`config.mk`:
```
export PLATFORM = sky130hd
export DESIGN_NAME = universal_shift_register
export DESIGN_NICKNAME = d
export VERILOG_FILES = /design/src/rtl/usr_pkg.sv /design/src/rtl/usr_shift_step.sv /design/src/rtl/universal_shift_register.sv
export SDC_FILE = /design/constraint.sdc
export NUM_CORES = 1
export LEC_CHECK = 0
export CORE_MARGIN = 2
export CORE_UTILIZATION = 54
export DETAILED_ROUTE_END_ITERATION = 10
export HOLD_SLACK_MARGIN = 0.06
export PLACE_DENSITY = 0.88
export SYNTH_ARGS = -nofsm -noshare
export SYNTH_HDL_FRONTEND = slang
export SYNTH_SLANG_ARGS = --single-unit
```
`constraint.sdc`:
```
create_clock -name clk -period 5.75 [get_ports clk]
set_input_delay 1.725 -clock clk [delete_from_list [all_inputs] [get_ports clk]]
set_output_delay 1.725 -clock clk [all_outputs]
set_load 0.01 [all_outputs]
```
`src/rtl/usr_pkg.sv`:
```
// Shared op-codes, FSM state encoding and a decode helper for universal_shift_register.
package usr_pkg;

  localparam logic [2:0] USR_OP_NOP  = 3'b000;
  localparam logic [2:0] USR_OP_LOAD = 3'b001;
  localparam logic [2:0] USR_OP_SHL  = 3'b010;
  localparam logic [2:0] USR_OP_SHR  = 3'b011;
  localparam logic [2:0] USR_OP_ROL  = 3'b100;
  localparam logic [2:0] USR_OP_ROR  = 3'b101;
  localparam logic [2:0] USR_OP_ASR  = 3'b110;
  localparam logic [2:0] USR_OP_CLR  = 3'b111;

  typedef enum logic {
    USR_IDLE,
    USR_SHIFT
  } usr_state_t;

  function automatic logic usr_is_shift(input logic [2:0] op);
    return (op != USR_OP_NOP) && (op != USR_OP_LOAD) && (op != USR_OP_CLR);
  endfunction

endpackage

```
`src/rtl/usr_shift_step.sv`:
```
// Combinational single-step shift/rotate unit: one bit of movement per use,
// reporting the bit that leaves the register.
module usr_shift_step
  import usr_pkg::*;
#(
  parameter int WIDTH = 8
) (
  input  logic [WIDTH-1:0] value,
  input  logic [2:0]       op,
  input  logic             fill,
  output logic [WIDTH-1:0] next_value,
  output logic             out_bit
);

  always_comb begin
    next_value = value;
    out_bit    = 1'b0;
    case (op)
      USR_OP_SHL: begin
        next_value = {value[WIDTH-2:0], fill};
        out_bit    = value[WIDTH-1];
      end
      USR_OP_ROL: begin
        next_value = {value[WIDTH-2:0], value[WIDTH-1]};
        out_bit    = value[WIDTH-1];
      end
      USR_OP_SHR, USR_OP_ASR: begin
        next_value = {fill, value[WIDTH-1:1]};
        out_bit    = value[0];
      end
      USR_OP_ROR: begin
        next_value = {value[0], value[WIDTH-1:1]};
        out_bit    = value[0];
      end
      default: ;
    endcase
  end

endmodule

```
`src/rtl/universal_shift_register.sv`:
```
// Multi-mode shift register with start/busy/done handshake. Serial engine (one step
// per cycle) by default; define USR_BARREL_EN for the single-cycle barrel path.
module universal_shift_register
  import usr_pkg::*;
#(
  parameter int WIDTH = 8,
  parameter int AMT_W = 4
) (
  input  logic             clk,
  input  logic             reset,
  input  logic             start,
  input  logic [2:0]       op,
  input  logic [AMT_W-1:0] amount,
  input  logic [WIDTH-1:0] load_data,
  input  logic             serial_in,
  output logic [WIDTH-1:0] out,
  output logic             serial_out,
  output logic             busy,
  output logic             done
);

  logic [WIDTH-1:0] out_d, out_q;
  logic             sout_d, sout_q;
  logic             done_d, done_q;
  logic             fill_now;

  // ASR sign comes from the register as it stood when the command was accepted.
  assign fill_now = ((op == USR_OP_SHL) || (op == USR_OP_SHR)) ? serial_in : out_q[WIDTH-1];

`ifdef USR_BARREL_EN
  localparam int NSTEP = 2**AMT_W - 1;

  logic [WIDTH-1:0] chain_val [0:NSTEP];
  logic             chain_bit [0:NSTEP];

  // Tap 0 is the untouched register so amount==0 leaves out/serial_out unchanged.
  assign chain_val[0] = out_q;
  assign chain_bit[0] = sout_q;

  for (genvar k = 1; k <= NSTEP; k++) begin : g_chain
    usr_shift_step #(.WIDTH(WIDTH)) u_step (
      .value      (chain_val[k-1]),
      .op         (op),
      .fill       (fill_now),
      .next_value (chain_val[k]),
      .out_bit    (chain_bit[k])
    );
  end

  always_comb begin
    out_d  = out_q;
    sout_d = sout_q;
    done_d = 1'b0;
    if (start) begin
      done_d = 1'b1;
      if (usr_is_shift(op)) begin
        out_d  = chain_val[amount];
        sout_d = chain_bit[amount];
      end else if (op == USR_OP_LOAD) begin
        out_d = load_data;
      end else if (op == USR_OP_CLR) begin
        out_d = '0;
      end
    end
  end

  assign busy = 1'b0;
`else
  usr_state_t       state_d, state_q;
  logic [2:0]       op_d, op_q;
  logic             fill_d, fill_q;
  logic [AMT_W-1:0] cnt_d, cnt_q;
  logic [2:0]       step_op;
  logic             step_fill;
  logic [WIDTH-1:0] step_val;
  logic             step_bit;

  // The first step runs at the accepting edge straight from the ports.
  assign step_op   = (state_q == USR_SHIFT) ? op_q   : op;
  assign step_fill = (state_q == USR_SHIFT) ? fill_q : fill_now;

  usr_shift_step #(.WIDTH(WIDTH)) u_step (
    .value      (out_q),
    .op         (step_op),
    .fill       (step_fill),
    .next_value (step_val),
    .out_bit    (step_bit)
  );

  always_comb begin
    state_d = state_q;
    op_d    = op_q;
    fill_d  = fill_q;
    cnt_d   = cnt_q;
    out_d   = out_q;
    sout_d  = sout_q;
    done_d  = 1'b0;
    case (state_q)
      USR_IDLE: begin
        if (start) begin
          if (usr_is_shift(op) && (amount != '0)) begin
            out_d  = step_val;
            sout_d = step_bit;
            if (amount == AMT_W'(1)) begin
              done_d = 1'b1;
            end else begin
              state_d = USR_SHIFT;
              op_d    = op;
              fill_d  = fill_now;
              cnt_d   = amount - AMT_W'(1);
            end
          end else begin
            done_d = 1'b1;
            if (op == USR_OP_LOAD) begin
              out_d = load_data;
            end else if (op == USR_OP_CLR) begin
              out_d = '0;
            end
          end
        end
      end
      USR_SHIFT: begin
        out_d  = step_val;
        sout_d = step_bit;
        cnt_d  = cnt_q - AMT_W'(1);
        if (cnt_q == AMT_W'(1)) begin
          done_d  = 1'b1;
          state_d = USR_IDLE;
        end
      end
      default: state_d = USR_IDLE;
    endcase
  end

  always_ff @(posedge clk) begin
    if (reset) begin
      state_q <= USR_IDLE;
      op_q    <= USR_OP_NOP;
      fill_q  <= 1'b0;
      cnt_q   <= '0;
    end else begin
      state_q <= state_d;
      op_q    <= op_d;
      fill_q  <= fill_d;
      cnt_q   <= cnt_d;
    end
  end

  assign busy = (state_q == USR_SHIFT);
`endif

  always_ff @(posedge clk) begin
    if (reset) begin
      out_q  <= '0;
      sout_q <= 1'b0;
      done_q <= 1'b0;
    end else begin
      out_q  <= out_d;
      sout_q <= sout_d;
      done_q <= done_d;
    end
  end

  assign out        = out_q;
  assign serial_out = sout_q;
  assign done       = done_q;

endmodule
```
[Word-level counts from Yosys, hierarchy flattened]
Cells that the tools add are included.
Word-level totals
  bits in registers: 19
  latch bits: 0
  RAM bits: 0
  bits in read-only memories: 0
  input port bits: 19
  output and inout port bits: 11
  word-level logic and storage cells: 68
  memories: 0
Cells by class
  add/subtract/negate cells: 2
  $mul: 0
  div/mod/pow operators: 0
  order comparisons: 0
  equality and inequality tests: 17
  shifts and indexed selects: 0
  muxes and demuxes: 27
  bitwise logic cells: 2
  reduce and logical (&&, ||, !) cells: 13
Operators by type and width (number)
  $mux 8: 4
  $pmux 8 s4: 1
  $pmux 8 s2: 1
  $eq 3x2->1 const B: 4
  $eq 3x3->1 const B: 4
  $mux 1: 12
  $mux 4: 3
  $eq 4x1->1 const B: 2
  $pmux 1 s2: 4
  $pmux 4 s2: 1
  $sub 4x1->4 const B: 2
  $ne 2x2->1 const B: 3
  $ne 4x4->1 const B: 1
  $reduce_and 2->1: 2
  $reduce_and 4->1: 1
  $reduce_bool 4->1: 1
  $reduce_or 2->1: 2
  $eq 3x1->1 const B: 1
  $logic_and 1x1->1: 3
  $mux 3: 1
  $ne 3x1->1 const B: 1
  $ne 3x3->1 const B: 1
  $reduce_and 3->1: 1
  $reduce_bool 3->1: 1
  other kinds (3): 4

[Depth between registers and ports, before layout]
Gate-level depths: netlist (run 1).
  word-level depth: 8
  mapped depth: 9
  gate-level depth less buffers: 8

[Hierarchy]
From an unflattened synthesis (run 1), not the netlist that was laid out.
Unflattened totals
  cell total of the unflattened synthesis: 182
  area, all modules: 1562.7 um2
By module, submodules not included
  universal_shift_register: instances 1, cells each 132, area an instance 1173.6 um2, seq. area each 380.4 um2
  usr_shift_step: instances 1, cells each 50, area an instance 389.1 um2, seq. area each 0.0 um2

[Least setup slack after synthesis (run 1)]
No wires, ideal clock.
  path type: input -> register
  start point: input port amount[0]
  end point: register out_q[1], in the netlist out[1]
  setup time: 117 ps
  arrival: 3072 ps
  data required time: 5633 ps
  slack: 2562 ps
  stages: 7
  path buffers: 0
  cell sequence: inv_1 ha_1 or3b_4 o211ai_2 nand4b_2 and2b_1 a22o_1
Between the ends
  word-level cells in the longest chain between the ends: 5
  elaborated cells on any way between the ends: 7
  those cells by class: eq/ne (1); mux (3); reduce/logical (3)
RTL lines
  start, declared: RTL line universal_shift_register.sv:13  | input logic [AMT_W-1:0] amount,
  $reduce_bool 4->1 (*): RTL line universal_shift_register.sv:101  | if (usr_is_shift(op) && (amount != '0)) begin
  $logic_and 1x1->1 (*): RTL line universal_shift_register.sv:101
  $mux 8: RTL line universal_shift_register.sv:101
  $mux 8: RTL line universal_shift_register.sv:100  | if (start) begin
  $pmux 8 s2: RTL line universal_shift_register.sv:98  | case (state_q)
  end signal, assigned: RTL line universal_shift_register.sv:158  | out_q <= out_d;
  end, declared: RTL line universal_shift_register.sv:22  | logic [WIDTH-1:0] out_d, out_q;
Mark *: on every way between the ends. The rest lies on a longest branch, timed or not. The select of a mux whose other input is x is not followed.
A chain may end at the register's enable or synchronous reset.

[Worst setup path after layout (run 1)]
  start point: input port op[0]
  end point: register sout_q, in the netlist serial_out
Between the ends
  word-level cells in the longest chain between the ends: 7
  elaborated cells on any way between the ends: 20
  those cells by class: eq/ne (8); mux (5); reduce/logical (7)
RTL lines
  start, declared: RTL line universal_shift_register.sv:12  | input logic [2:0] op,
  $mux 3: RTL line universal_shift_register.sv:79  | assign step_op = (state_q == USR_SHIFT) ? op_q : op;
  $eq 3x2->1 or $eq 3x3->1 (tied branches): RTL line usr_shift_step.sv:18  | case (op)
  $reduce_or 3->1 (no line) or $reduce_or 2->1 (tied branches)
  $pmux 1 s2: RTL line usr_shift_step.sv:18
  $mux 1: RTL line universal_shift_register.sv:101
  $mux 1: RTL line universal_shift_register.sv:100
  $pmux 1 s2: RTL line universal_shift_register.sv:98
  end signal, assigned: RTL line universal_shift_register.sv:159  | sout_q <= sout_d;
  end, declared: RTL line universal_shift_register.sv:23  | logic sout_d, sout_q;
Several ways; a longest one is shown, not always the timed one. The select of a mux whose other input is x is not followed.

==> results of run 1 <==
==> worst reg2reg max path, stage by stage, from the launching register on <==
cell	delay (ns)
dfxtp_1	0.33
buf_4	0.30
mux2i_1	0.89
nor2b_1	0.49
a22oi_1	0.14
a311oi_1	0.29
==> power groups by stage <==
| stage | Combinational, mW | Sequential [mW] | Clock [mW] |
|---|---|---|---|
| final | 0.143 | 0.156 | 0.0733 |
| after global routing | 0.156 | 0.158 | 0.0781 |
| after CTS | 0.143 | 0.156 | 0.0722 |
| after detailed placement | 0.143 | 0.159 | 0 |
| after global placement | 0.137 | 0.158 | 0 |
| after floorplan | 0.0980 | 0.160 | 0 |
==> worst paths after layout <==
kind | endpoint | slack (ns) | cells past startpoint
max | serial_out$_SDFFE_PP0P_ | 2.00 | 5
min | op_q[0]$_SDFFE_PP0P_ | 0.50 | 2
max reg2reg | serial_out$_SDFFE_PP0P_ | 3.22 | 5
min reg2reg | op_q[0]$_SDFFE_PP0P_ | 0.50 | 2
==> state kept, by name (all words and copies together), names as in the netlist <==
name / cells
busy: 1
serial_out: 1
done: 1
fill_q: 1
out: 8
cnt_q: 4
op_q: 3
==> layer usage <==
layer | global-route usage | up-vias
met4 | 0.0906 | 0
met5 | 0 | -
met3 | 0.0304 | 10
met2 | 0.378 | 60
li1 | - | 673
met1 | 0.274 | 633
==> stage by stage <==
| stage | hold slack (ns) | cell area (um^2) |
|---|---|---|
| floorplan | 0.453 | 1420 |
| global placement | 0.471 | 1700 |
| detailed placement | 0.478 | 1700 |
| CTS | 0.496 | 1720 |
| global route | 0.533 | 1720 |
| finish | 0.499 | 1720 |
==> cell usage after synthesis (2+ instances only) <==
cell type,count
a31oi_1,3
xor2_1,2
mux2i_4,3
a22o_1,6
a22oi_1,2
ha_1,5
nand4_1,2
mux2i_1,3
o21ai_1,3
clkbuf_1,2
o21ai_0,3
a221oi_1,7
or4b_1,2
and2b_1,2
a21oi_1,17
buf_2,4
buf_6,2
inv_1,5
nor2b_1,3
nor3_1,2
nand3b_1,3
nand3_1,4
nor2_1,19
a211oi_1,3
nand2b_1,4
or2_4,2
dfxtp_1,19
nand2_1,10
==> kinds of logic (layout without fill, tap and decap cells) <==
family | count (synthesis) | in the layout | share of synthesized area
compound gates | 57 | 57 | 0.295
xor+xnor | 4 | 4 | 0.0300
fa+ha+maj | 5 | 5 | 0.0441
buf+inv | 15 | 40 | 0.0565
flops | 19 | 19 | 0.268
mux | 6 | 6 | 0.0688
simple gates | 60 | 60 | 0.237
==> area by class of cell <==
class,instances,area (um^2)
Tap cell,30,37.5
Multi-Input combinational cell,132,957
Clock buffer,3,22.5
Inverter,6,22.5
Sequential cell,19,380
Clock inverter,1,5.00
Fill cell,209,754
Timing Repair Buffer,30,298
==> flow_metrics.tcl, run 1 <==
set metrics [dict create \
    status "completed" \
    p_switching_mw 0.134 \
    synth_top_cell_by_area "dfxtp_1" \
    setup_slack_ns 2.00 \
    ctsLongestPathBuffers 2 \
    die_w_um 55.2 \
    intPower_mw 0.239 \
    async_flop_share 0 \
    post-cts-setup-buffers 0 \
    numCtsBuffers 3 \
    finalWeightedCongestion 0.785 \
    maxSlewHeadroom 0.311 \
    avgSynthCellArea_um2 8.54 \
    layout_min_cycle_time_ns 3.75 \
    finalClockSkew_ns 0.00654 \
    worst_slew_pin_slew_ns 1.00 \
    endpoint_kind "register" \
    ant_nets 0 \
    insertedDiodeCount 0 \
    period_share 0.652 \
    grt_pass1_vias 1267 \
    comb_power_share 0.384 \
    synthCells 166 \
    synth_warnings 0 \
    dp.cells 217 \
    slowest_delay_ns 0.80 \
    ctsHtreeMaxLevel 1 \
    num_vias 1376 \
    pin_count 30 \
    route.met3.wl_um 196 \
    crit_path_start_kind "input pin" \
    fin_cells 221 \
    pwr-share-seq 0.419 \
    viasPerCell 6.23 \
    final_cell_mix "clkdlybuf4s50_1 (29), nor2_1 (19), dfxtp_1 (19)" \
    dpl.hpwl_mm 2.51 \
    slew_viol_final 0 \
    timing.rr.start "busy$_SDFF_PP0_" \
    cp_slowest_cell "mux2i_1" \
    post-route-util 0.695 \
    min_from "op_q[0]$_SDFFE_PP0P_" \
    syn_nets 190 \
    critPathMaxFanout 11 \
    post-place-ws_ns 1.69 \
    cp_num_buf_inv 1 \
    antenna_found_initial 0 \
    cts_tree "built" \
    die-area_mm2 0.00305 \
    post-layout-total-power_mw 0.373 \
    overflow 0 \
    grt_pass1_wl_mm 5.60 \
    cts_root_buf "clkbuf_4" \
    row_count 18 \
    drt-pass1-iter-count 4 \
    switching_share 0.358 \
    final_common_cell "clkdlybuf4s50_1" \
    dominantRegCellSynth "dfxtp_1" \
    hold_class "reg2reg" \
    crit_required_ns 5.96 \
    wl_mm 3.33 \
    synthesis.area_mm2 0.00142 \
    seq_area_frac_synth 0.268 \
    clkLatencyLatePin_ns 0.30 \
    cp_cell_sequence "clkdlybuf4s50_1 -> mux2i_1 -> nor2b_1 -> a22oi_1 -> a311oi_1" \
    holdBufCountCts 0 \
    grt_usage 0.220 \
    maxCapViolations 0 \
    core_area_mm2 0.00248 \
    port_buffers 29 \
    drc_errors 0 \
    p_leak_nw 0.625 \
    ys_ff_latch 19 \
    clkSlewWorstSetupHoldPaths_ns 0.12 \
    fp.dieH_um 55.2 \
    rsz0062_at_grt "no" \
    crit_start "op[0]" \
    fmax_mhz 267 \
    topRoutingLayerUsed "met4" \
    arrival_ns 3.96 \
    wl_per_cell_um 15.1 \
    cp_top_family "multiplexers" \
    power_density_mw_per_mm2 216 \
    met2_length_mm 1.63 \
    synth_area_leaders "dfxtp_1 (27%), a21oi_1 (6.0%), nor2_1 (5.0%), mux2i_4 (4.8%), ha_1 (4.4%)" \
    worstSetupPathType "in2reg" \
    hold_violations 0 \
    ir_drop_mv 0.163 \
    clkPwrFrac 0.197 \
    synth.top_cell.area_share 0.268 \
    setup_tns_ns 0 \
    drive_gt1_frac 0.105 \
    drt-met1-wl_mm 1.43 \
    clock-sinks 19 \
    synth_edf_count 0 \
    synth.distinct_cells 52 \
    start_util 0.572 \
    drt-initial-drc-count 33 \
    setup_violations 0 \
    nets 216 \
    grt_max_degree 28 \
    syn2layout_area_growth_pct 21.5 \
    ctsResizeCount 0 \
]
Note: power is estimated with default switching activity, not from simulation.
==> inputs of run 2 (changes only) <==
--- a/config.mk
+++ b/config.mk
@@ -6,10 +6,10 @@
 export NUM_CORES = 1
 export LEC_CHECK = 0
 export CORE_MARGIN = 2
-export CORE_UTILIZATION = 54
+export CORE_UTILIZATION = 46
 export DETAILED_ROUTE_END_ITERATION = 10
 export HOLD_SLACK_MARGIN = 0.06
-export PLACE_DENSITY = 0.88
+export PLACE_DENSITY = 0.8
 export SYNTH_ARGS = -nofsm -noshare
 export SYNTH_HDL_FRONTEND = slang
 export SYNTH_SLANG_ARGS = --single-unit
==> constraint.sdc (replaced) <==
create_clock -name clk -period 3.2 [get_ports clk]
set_input_delay 0.96 -clock clk [delete_from_list [all_inputs] [get_ports clk]]
set_output_delay 0.96 -clock clk [all_outputs]
set_load 0.01 [all_outputs]
==> run 2 against run 1 <==
Via count increased by 2.3%. Sequential power increased by 83%. Hold slack lost 0.0070 ns. Design area up 2.4%. Final cell count rose by 3.6%. Clock skew increased by 0.0022 ns. Die area increased by 16%. Global-route usage down 0.73 points. Routed wire length increased by 5.8%. Non-clock buffer count grew 5. Largest cell class unchanged. Largest power group unchanged. Highest routed layer unchanged.
==> flow_metrics.tcl, run 2 (synthesis gave the netlist of run 1 again) <==
set metrics [dict create \
    cp_top_family "simple AND/OR/NAND/NOR gates" \
    final_cell_mix "clkdlybuf4s50_1 (29), nor2_1 (19), dfxtp_1 (19)" \
    final_common_cell "clkdlybuf4s50_1" \
    ctsResizeCount 0 \
    cp_slowest_cell "clkdlybuf4s50_1" \
    period_share 0.890 \
    rsz0062_at_grt "no" \
    status "completed" \
    grt_util_met3 0.0328 \
    fillers 293 \
    cp_cell_sequence "clkdlybuf4s50_1 -> inv_1 -> ha_1 -> or3b_4 -> nand3_1 -> nand2b_1 -> nand2_1 -> a21oi_2 -> a22o_1" \
    r2r_end "out[5]$_SDFFE_PP0P_" \
    ctsLongestPathBuffers 2 \
    wl_mm 3.53 \
    cts_root_buf "clkbuf_4" \
    crit_start "amount[0]" \
    drt-pass1-iter-count 4 \
    grt_pass1_vias 1301 \
    setup_violations 0 \
    ant_nets 0 \
    maxSlewHeadroom 0.644 \
    start_util 0.472 \
    pin_count 30 \
    cts_tree "built" \
    dpl.hpwl_mm 2.75 \
    grt_max_degree 18 \
    hold_class "reg2reg" \
    setup_tns_ns 0 \
    crit_path_start_kind "input pin" \
    arrival_ns 3.11 \
    syn2layout_area_growth_pct 24.4 \
    die-area_mm2 0.00354 \
    endpoint_kind "register" \
    fp.dieH_um 59.5 \
    holdWs_ns 0.492 \
    clkSlewWorstSetupHoldPaths_ns 0.12 \
    slew_viol_final 0 \
    holdBufCountCts 0 \
    crit_path_end "out[5]$_SDFFE_PP0P_" \
    insertedDiodeCount 0 \
    worst_slew_pin_slew_ns 0.534 \
    cp_num_buf_inv 2 \
    port_buffers 29 \
    antenna_found_initial 0 \
    overflow 0 \
    grt_usage 0.212 \
    wl_per_cell_um 15.4 \
    p_leak_nw 0.649 \
    clkLatencyLatePin_ns 0.31 \
    post-cts-setup-buffers 0 \
    slowest_delay_ns 0.52 \
    row_count 20 \
    drt-initial-drc-count 101 \
    power_density_mw_per_mm2 384 \
    drive_gt1_frac 0.128 \
    drc_errors 0 \
    numCtsBuffers 3 \
    post-layout-total-power_mw 0.678 \
    timing.rr.start "busy$_SDFF_PP0_" \
    r2r_cells 7 \
    placed_area_mm2 0.00174 \
    busiest_layer "met2" \
    hold_violations 0 \
    worstSetupPathType "in2reg" \
    layout_min_cycle_time_ns 2.85 \
    ir_drop_mv 0.292 \
    finalClockSkew_ns 0.00869 \
    post-route-util 0.588 \
    num_vias 1408 \
    fin_area_mm2 0.00176 \
    largest_reg_flops 8 \
    clock-sinks 19 \
    fmax_mhz 351 \
    use_met1 0.271 \
    finalWeightedCongestion 0.939 \
    reg2reg_slack_ns 0.91 \
    met2_usage 0.370 \
    maxCapViolations 0 \
    ctsHtreeMaxLevel 1 \
    die_w_um 59.5 \
    viasPerCell 6.15 \
    crit_required_ns 3.46 \
    grt_pass1_wl_mm 5.85 \
    core_area_mm2 0.00300 \
    nets 221 \
    path_depth 9 \
    critPathMaxFanout 10 \
]
==> run 2: worst min-delay path by stage <==
stage	start	depth (start not counted)	to	slack [ns]
floorplan	op_q[0]$_SDFFE_PP0P_	2	op_q[0]$_SDFFE_PP0P_	0.45
CTS	op_q[0]$_SDFFE_PP0P_	2	op_q[0]$_SDFFE_PP0P_	0.50
finish	op_q[0]$_SDFFE_PP0P_	2	op_q[0]$_SDFFE_PP0P_	0.49
global route	op_q[0]$_SDFFE_PP0P_	2	op_q[0]$_SDFFE_PP0P_	0.53
global placement	op_q[0]$_SDFFE_PP0P_	2	op_q[0]$_SDFFE_PP0P_	0.47
detailed placement	op_q[0]$_SDFFE_PP0P_	2	op_q[0]$_SDFFE_PP0P_	0.48
==> run 2: layout make-up <==
cell class / count / area [um^2] / share of cell area
multi-input cells: 132 / 957 / 0.543
flip-flops and latches: 19 / 380 / 0.216
repair buffers: 35 / 335 / 0.190
well taps: 33 / 41.3 / 0.0234
clock buffers: 3 / 22.5 / 0.0128
inverters: 6 / 22.5 / 0.0128
clock inverters: 1 / 5.00 / 0.00284
==> run 2: per-layer routing <==
metal / vias up / share of wire / routed length (um)
li1: 686 / - / -
met1: 658 / 0.42 / 1480
met2: 60 / 0.51 / 1780
met3: 4 / 0.069 / 245
met4: 0 / 0.0065 / 23
met5: - / 0 / 0
==> run 2: power breakdown <==
group          total [mW]  switching [mW]  internal [mW]
registers           0.286          0.0268          0.259
logic               0.263           0.132          0.131
clock network       0.129          0.0823         0.0466
total               0.678           0.241          0.436
==> run 2: stage by stage <==
stage | setup WS (ns) | cells
final | 0.352 | 229
after global routing | 0.173 | 229
after CTS | 0.361 | 229
after detailed placement | 0.0337 | 225
after global placement | 0.184 | 225
after floorplan | 0.777 | 166
==> run 2: worst register-to-register path, cell delays in order, from the launching register on <==
cell and delay [ns]:
dfxtp_1 0.68, mux2i_4 0.49, xnor2_2 0.20, nor2b_1 0.09, buf_4 0.16, a221oi_1 0.27
nor2_1 0.11, a22o_1 0.19
